==> config.mk <==
export PLATFORM = sky130hd
export DESIGN_NAME = ch_sched
export DESIGN_NICKNAME = d
export VERILOG_FILES = /design/src/rtl/ch_sched_pkg.sv /design/src/rtl/ch_sched_rr_arb.sv /design/src/rtl/ch_sched.sv
export SDC_FILE = /design/constraint.sdc
export NUM_CORES = 1
export LEC_CHECK = 0
export ABC_AREA = 0
export CORE_AREA = 2 2 201 203
export CTS_CLUSTER_DIAMETER = 100
export CTS_CLUSTER_SIZE = 12
export DETAILED_ROUTE_END_ITERATION = 10
export DIE_AREA = 0 0 203 205
export PLACE_DENSITY_LB_ADDON = 0.08
export SLEW_MARGIN = 30
export SYNTH_ARGS = -nofsm -noshare
export SYNTH_HDL_FRONTEND = slang
export SYNTH_HIERARCHICAL = 1
export SYNTH_SLANG_ARGS = --single-unit
export TNS_END_PERCENT = 1
==> constraint.sdc <==
create_clock -name wb_clk_i -period 6.1 [get_ports wb_clk_i]
set_input_delay 1.525 -clock wb_clk_i [delete_from_list [all_inputs] [get_ports wb_clk_i]]
set_output_delay 1.525 -clock wb_clk_i [all_outputs]
set_load 0.02 [all_outputs]
==> src/rtl/ch_sched_pkg.sv <==
// rtl/ch_sched_pkg.sv - shared state encoding and default sizing for the channel scheduler
package ch_sched_pkg;

  typedef logic [2:0] state_t;

  localparam state_t ST_IDLE  = 3'd0;
  localparam state_t ST_CLR   = 3'd1;
  localparam state_t ST_START = 3'd2;
  localparam state_t ST_RUN   = 3'd3;
  localparam state_t ST_DRAIN = 3'd4;
  localparam state_t ST_DONE  = 3'd5;
  localparam state_t ST_ABORT = 3'd6;

  localparam int CLR_CYC_DEF = 2;
  localparam int TMO_W_DEF   = 16;

endpackage

==> src/rtl/ch_sched_rr_arb.sv <==
// rtl/ch_sched_rr_arb.sv - combinational round-robin pick, search starts just after last_grant
module rr_arb #(
  parameter int NCH = 4,
  parameter int LW  = $clog2(NCH)
) (
  input  logic [NCH-1:0] req,
  input  logic [LW-1:0]  last_grant,
  output logic [NCH-1:0] gnt,
  output logic [LW-1:0]  gnt_idx,
  output logic           vld
);

  logic [LW-1:0] cand;

  always_comb begin
    gnt     = '0;
    gnt_idx = '0;
    vld     = 1'b0;
    cand    = '0;
    for (int k = 1; k <= NCH; k++) begin
      cand = LW'((int'(last_grant) + k) % NCH);
      if (!vld && req[cand]) begin
        vld     = 1'b1;
        gnt_idx = cand;
      end
    end
    gnt[gnt_idx] = vld;
  end

endmodule

==> src/rtl/ch_sched.sv <==
// rtl/ch_sched.sv - shares one compression engine among NCH channel buffers, one job at a time
module ch_sched
  import ch_sched_pkg::*;
#(
  parameter int NCH     = 4,
  parameter int CLR_CYC = CLR_CYC_DEF,
  parameter int TMO_W   = TMO_W_DEF
) (
  input  logic              wb_clk_i,
  input  logic              wb_rst_i,
  input  logic [NCH-1:0]    ch_req,
  input  logic [NCH-1:0]    ch_ack,
  output logic [NCH-1:0]    ch_reset,
  output logic [NCH-1:0]    ch_endn,
  output logic [NCH-1:0]    ch_done,
  output logic [NCH-1:0]    ch_err,
  input  logic [NCH*64-1:0] ch_src,
  input  logic [NCH-1:0]    ch_src_last,
  input  logic [NCH-1:0]    ch_src_empty,
  input  logic [NCH-1:0]    ch_src_almost_empty,
  output logic [NCH-1:0]    ch_src_getn,
  output logic [63:0]       ch_dst,
  output logic              ch_dst_last,
  output logic [NCH-1:0]    ch_dst_putn,
  input  logic [NCH-1:0]    ch_dst_full,
  input  logic [NCH-1:0]    ch_dst_almost_full,
  output logic              e_start,
  input  logic              e_done,
  output logic [63:0]       e_src,
  output logic              e_src_last,
  output logic              e_src_empty,
  output logic              e_src_almost_empty,
  input  logic              e_src_getn,
  input  logic [63:0]       e_dst,
  input  logic              e_dst_last,
  input  logic              e_dst_putn,
  output logic              e_dst_full,
  output logic              e_dst_almost_full,
  output logic [NCH-1:0]    grant,
  output logic              busy
);

  localparam int LW = $clog2(NCH);
  localparam int CW = $clog2(CLR_CYC) + 1;

  state_t         state;
  logic [LW-1:0]  cur;
  logic [LW-1:0]  last_grant;
  logic [CW-1:0]  clr_cnt;
  logic [TMO_W-1:0] wdog;
  logic           rst_hold;

  logic [NCH-1:0] pick;
  logic [LW-1:0]  pick_idx;
  logic           pick_vld;
  logic           run;
  logic [63:0]    src_word [NCH];

  rr_arb #(.NCH(NCH)) u_rr_arb (
    .req       (ch_req),
    .last_grant(last_grant),
    .gnt       (pick),
    .gnt_idx   (pick_idx),
    .vld       (pick_vld)
  );

  always_ff @(posedge wb_clk_i or negedge wb_rst_i) begin
    if (!wb_rst_i) begin
      state      <= ST_IDLE;
      grant      <= '0;
      cur        <= '0;
      last_grant <= LW'(NCH - 1);
      clr_cnt    <= '0;
      wdog       <= '0;
      rst_hold   <= 1'b1;
    end else begin
      rst_hold <= 1'b0;
      case (state)
        ST_IDLE: begin
          if (pick_vld) begin
            grant   <= pick;
            cur     <= pick_idx;
            clr_cnt <= '0;
            state   <= ST_CLR;
          end
        end
        ST_CLR: begin
          if (clr_cnt == CW'(CLR_CYC - 1)) state <= ST_START;
          else                             clr_cnt <= clr_cnt + 1'b1;
        end
        ST_START: begin
          wdog  <= '0;
          state <= ST_RUN;
        end
        ST_RUN: begin
          // e_done takes priority over a watchdog expiring in the same cycle
          if (e_done)                          state <= ST_DRAIN;
          else if (&wdog)                      state <= ST_ABORT;
          else if (!e_src_getn || !e_dst_putn) wdog  <= '0;
          else                                 wdog  <= wdog + 1'b1;
        end
        ST_DRAIN: begin
          if (ch_ack[cur]) state <= ST_DONE;
        end
        ST_DONE, ST_ABORT: begin
          grant      <= '0;
          last_grant <= cur;
          state      <= ST_IDLE;
        end
        default: begin
          grant <= '0;
          state <= ST_IDLE;
        end
      endcase
    end
  end

  for (genvar i = 0; i < NCH; i++) begin : g_src
    assign src_word[i] = ch_src[64*i +: 64];
  end

  assign run  = (state == ST_RUN);
  assign busy = (state != ST_IDLE);

  // rst_hold keeps every channel cleared from async reset until the first clock edge
  assign ch_reset = {NCH{rst_hold}} | (((state == ST_CLR) || (state == ST_ABORT)) ? grant : '0);
  assign ch_endn  = ~((state == ST_DRAIN) ? grant : '0);
  assign ch_done  = (state == ST_DONE)  ? grant : '0;
  assign ch_err   = (state == ST_ABORT) ? grant : '0;
  assign e_start  = (state == ST_START);

  assign e_src              = run ? src_word[cur] : '0;
  assign e_src_last         = run & ch_src_last[cur];
  assign e_src_empty        = ~run | ch_src_empty[cur];
  assign e_src_almost_empty = ~run | ch_src_almost_empty[cur];
  assign e_dst_full         = ~run | ch_dst_full[cur];
  assign e_dst_almost_full  = ~run | ch_dst_almost_full[cur];

  assign ch_src_getn = ~(grant & {NCH{run & ~e_src_getn}});
  assign ch_dst_putn = ~(grant & {NCH{run & ~e_dst_putn}});
  assign ch_dst      = e_dst;
  assign ch_dst_last = e_dst_last;

endmodule

==> results of run 1 <==
## cell families after synthesis
| family | Yosys count | synth area share (%) |
|---|---|---|
| and+or+nand+nor | 170 | 21.2 |
| adders and majority gates | 2 | 0.553 |
| DFF | 30 | 16.7 |
| other | 1 | 0.0828 |
| buffers and inverters | 106 | 14.9 |
| AOI/OAI and AO/OA | 71 | 10.6 |
| muxes | 75 | 36.0 |
## metal layers
metal	global-route usage [%]	routed length, um	part of all wire (%)
met5	0	41	0.16
met4	2.50	312	1.2
met2	22.8	14200	57
met1	11.3	8250	33
met3	4.12	2290	9.1
## cell type report
| class | instances | area (um^2) |
|---|---|---|
| fillers | 4259 | 30800 |
| flip-flops and latches | 30 | 762 |
| multi-input cells | 319 | 3100 |
| inverters | 6 | 22.5 |
| repair buffers | 390 | 3920 |
| well taps | 525 | 657 |
| clock buffers | 8 | 136 |
## final timing paths
check                            from         to  slack (ns)  cells past startpoint
max                        ch_src[96]  e_src[32]        1.31                      4
min                          wdog[15]   wdog[15]        0.49                      1
max reg2reg                  state[2]   wdog[14]        3.00                      5
min reg2reg                  wdog[15]   wdog[15]        0.49                      1
max in group asynchronous    wb_rst_i     cur[0]        4.23                      1
min in group asynchronous    wb_rst_i    wdog[3]        1.31                      1
## registers in the layout, summed over array words and instances, names as in the netlist
signal and cells:
rst_hold 1, grant 4, state 3, last_grant 2
clr_cnt 2, wdog 16, cur 2
## placed cells by master, fill, tap and decap left out, types with 4 or more instances in the layout
master	synthesis	final
or2_1	4	4
clkdlybuf4s50_1	0	386
dfrtp_1	27	25
nand4_1	5	5
o21ai_0	10	10
a31oi_1	5	5
nand2b_1	5	5
nor2_1	28	28
mux4_2	70	70
inv_1	6	6
o21ai_1	10	10
nor2b_1	68	68
a21oi_1	14	14
nand2_1	27	27
a21o_1	11	11
nand3_1	15	15
clkbuf_16	0	5
## per-stage QoR
step                      cell area [um^2]  instances
final                                 8590       1278
after global routing                  8590       1278
after CTS                             8590       1278
after detailed placement              8460       1270
after global placement                8440       1269
after floorplan                       4530        455
## power groups by stage
stage | clock network [mW] | registers (mW) | logic (mW)
finish | 0.238 | 0.466 | 1.73
detailed placement | 0 | 0.485 | 1.77
global route | 0.256 | 0.495 | 1.85
CTS | 0.250 | 0.481 | 1.78
global placement | 0 | 0.477 | 1.76
floorplan | 0 | 0.280 | 1.27
## worst max-delay path, stage by stage
cell and delay [ns]:
clkdlybuf4s50_1 0.50, mux4_2 0.53, nor2b_1 0.16, clkdlybuf4s50_1 0.56
## cell usage after synthesis (2+ instances only)
master and instances:
buf_2 10, o31ai_2 2, or2_2 2, or2_1 4
mux2_2 2, a21o_1 11, ha_1 2, mux4_2 70
inv_1 6, nand4_1 5, nor4_2 2, nand2_1 27
dfstp_2 3, nor2_1 28, mux2_1 2, dfrtp_1 27
a31oi_1 5, clkbuf_1 21, or3_1 3, nand3_1 15
buf_4 68, a21oi_1 14, o21ai_1 10, nor3_1 2
nor2b_1 68, nand2b_1 5, o21ai_0 10, o31ai_1 3
==> metrics, run 1 <==
status=completed; hold_ws=0.490 ns; post-CTS setup buffers=0; crit path capture type=output pin; combinational power share=71.0%; fraction of registers with async set/reset=100%; critical path class=primary input to output pin; overall power=2.43 mW; Via Count=4825; peak supply drop=0.123 mV; largest net degree at the start of global routing=57; Worst-path clk slew=0.05 ns; layout cells sized above 1=13.7%; Clock Tree Buf Depth=2; EDFF count, synth=0; Slew HR=40.6%; post-DP HPWL=21700 um; pre-CTS setup slack=1.28 ns; starting density of the core=11.5%; port bufs=387; vias in the first global route=5351; core area=39400 um^2; Max Freq=0.209 GHz; maxcap violations=0; Netlist cell types=56; overall routing resource usage=11.5%; later-pin clock latency in the skew report=0.28 ns; Reg power frac=19.2%; Min-Delay Path Class=flop to flop; Mapped Cells=455; setup tns final=0 ns; die footprint=41600 um^2; root buf cell=clkbuf_16; global-route wire length before repair=35300 um; I/O pins=518; top cells by area, synth=mux4_2, dfrtp_1, buf_4, nor2b_1, nor2_1; Remaining Overflow, GRT=0; wire per inst=19.6 um; Die W=203 um; DRT Wirelength=25100 um; H-tree Lvls=2; Worst Path Arrival=3.27 ns; Req. time, crit path=4.58 ns; TritonRoute pass-1 iters=7; Syn Area/Cell=9.95 um^2; main flop type after synthesis=dfrtp_1; drt drc=0; CTS tree=yes; Max Slew Vio Count=0; worst slew pin tran=0.892 ns; antenna viol nets, final=0; Layout area overhead=89.8%; post-synthesis register bit count=30; CTS resizes=0; sequential share of the synthesized area=16.7%; Int Pwr=1.41 mW; unrepaired setup endpoints after global routing=no; Final Critical Period=4.79 ns; final setup margin=1.31 ns; Power Density=283 nW/um^2; clock power share=9.8%; Syn Nets=811; Yosys top cell area share=34.8%; ANT cells=0; CTS Hold Bufs=0; CP startpoint kind=primary input; Final period util=78.6%; Switching Share=41.9%; Lkg Pwr=2.96 nW; Synth area leader=mux4_2; # setup viols final=0; Layout Skew=0.00512 ns; RD Place Congestion=0.794; critical path fanouts, max=1; Psw=1.02 mW; CTS sink cnt=30; yosys warns=6; Util after Layout=21.8%; initial antenna violation count=3; Final Hold Fails=0; num rows=73; die height=205 um; Synth Cell Area=4530 um^2; number of buffers created by CTS=5; Nets=1108; Via density=3.78; Initial DRC Count=142
Note: power is estimated with default switching activity, not from simulation.
==> run 2, diff against run 1 <==
--- a/config.mk
+++ b/config.mk
@@ -6,11 +6,11 @@
 export NUM_CORES = 1
 export LEC_CHECK = 0
 export ABC_AREA = 0
-export CORE_AREA = 2 2 201 203
+export CORE_AREA = 2 2 203 205
 export CTS_CLUSTER_DIAMETER = 100
 export CTS_CLUSTER_SIZE = 12
 export DETAILED_ROUTE_END_ITERATION = 10
-export DIE_AREA = 0 0 203 205
+export DIE_AREA = 0 0 205 207
 export PLACE_DENSITY_LB_ADDON = 0.08
 export SLEW_MARGIN = 30
 export SYNTH_ARGS = -nofsm -noshare
==> constraint.sdc (replaced) <==
create_clock -name wb_clk_i -period 3.9 [get_ports wb_clk_i]
set_input_delay 0.975 -clock wb_clk_i [delete_from_list [all_inputs] [get_ports wb_clk_i]]
set_output_delay 0.975 -clock wb_clk_i [all_outputs]
set_load 0.02 [all_outputs]
==> run 2 against run 1 <==
Effect of this change: worst hold slack worse by 0.016 ns; sequential power is 39% higher; die area is 2.0% higher; critical path type is now flop to output pin; largest cell class unchanged.
==> metrics, run 2 (synthesis results as in run 1) <==
TritonRoute pass-1 iters=4; combinational power share=73.0%; # setup viols final=0; Util after Layout=21.8%; Layout Skew=0.00397 ns; post-DP HPWL=23500 um; Clock Tree Buf Depth=2; Worst-path clk slew=0.05 ns; Lkg Pwr=3.06 nW; Via Count=4922; global-route wire length before repair=38300 um; critical path class=flop to output pin; Remaining Overflow, GRT=0; CTS sink cnt=30; layout cells sized above 1=16.0%; Largest register FFs=16; Switching Share=40.9%; CTS resizes=0; H-tree Lvls=2; port bufs=387; CTS Hold Bufs=0; num rows=74; hold_ws=0.474 ns; initial antenna violation count=12; overall routing resource usage=12.3%; maxcap violations=0; worst slew pin tran=0.665 ns; unrepaired setup endpoints after global routing=no; Reg power frac=16.2%; vias in the first global route=5246; Final Critical Period=3.68 ns; DRT Wirelength=27000 um; commonest non-fill, non-tap cells in the layout=clkdlybuf4s50_1, mux4_2, nor2b_1; Max Freq=0.272 GHz; clock power share=10.8%; CP startpoint kind=flop; Req. time, crit path=2.92 ns; post-CTS setup buffers=0; Slew HR=55.6%; Power Density=454 nW/um^2; Top Registers=wdog x16, grant x4, state x3; largest net degree at the start of global routing=56; root buf cell=clkbuf_16; peak supply drop=0.177 mV; CTS tree=yes; Initial DRC Count=150; Psw=1.63 mW; Max Slew Vio Count=0; Via density=3.77; RD Place Congestion=0.757; critical path fanouts, max=23; I/O pins=518; core area=40400 um^2; Die W=205 um; crit path capture type=output pin; Final Hold Fails=0; antenna viol nets, final=0; setup tns final=0 ns; later-pin clock latency in the skew report=0.28 ns; Worst Path Arrival=2.70 ns; die footprint=42400 um^2; status=completed; Top reg by flops=wdog; Layout area overhead=94.3%; most common cell after layout, fill and taps aside=clkdlybuf4s50_1; Int Pwr=2.36 mW; Nets=1124; die height=207 um; starting density of the core=11.2%; Min-Delay Path Class=flop to flop; drt drc=0; overall power=3.99 mW; number of buffers created by CTS=5; wire per inst=20.7 um; Final period util=94.2%
## run 2: worst max-delay path, cell delays in order, from the launching register on
cell,delay (ns)
dfrtp_4,0.74
buf_4,0.36
mux4_2,0.53
or2_1,0.22
clkdlybuf4s50_1,0.55
## run 2: power by group through the flow
stage	combinational [mW]	sequential [mW]	clock, mW
after CTS	2.99	0.673	0.445
after floorplan	1.98	0.437	0
after global routing	3.12	0.684	0.457
after global placement	3.01	0.683	0
final	2.91	0.646	0.430
after detailed placement	2.98	0.679	0
## run 2: area by class of cell
type                    count  area [um^2]
inverters                   6         22.5
fillers                  4478        31600
clock buffers               8          166
flip-flops and latches     30          762
diodes                      5         12.5
multi-input cells         319         3100
repair buffers            406         4060
well taps                 532          666
## run 2: worst paths after layout
| kind | cells past startpoint | end | from | slack, ns |
|---|---|---|---|---|
| min | 1 | wdog[15] | wdog[15] | 0.47 |
| min reg2reg | 1 | wdog[15] | wdog[15] | 0.47 |
| max in group asynchronous | 2 | wdog[14] | wb_rst_i | 2.75 |
| max | 4 | e_src_almost_empty | cur[0] | 0.22 |
| min in group asynchronous | 1 | wdog[1] | wb_rst_i | 0.65 |
| max reg2reg | 6 | wdog[9] | wdog[0] | 1.50 |
## run 2: stage by stage
step	setup slack [ns]	instances	cell area, um^2
global route	0.0752	1304	8790
finish	0.224	1306	8790
detailed placement	0.226	1293	8610
CTS	0.126	1301	8780
global placement	0.225	1293	8620
floorplan	1.18	455	4530
## run 2: layer usage
layer	vias up	part of all wire [%]	routed length [um]	global-route usage, %
li1	2264	-	-	-
met1	2338	35	9440	12.7
met2	287	52	14000	22.1
met3	23	12	3130	6.39
met4	10	1.1	284	2.31
met5	-	0.47	126	1.50
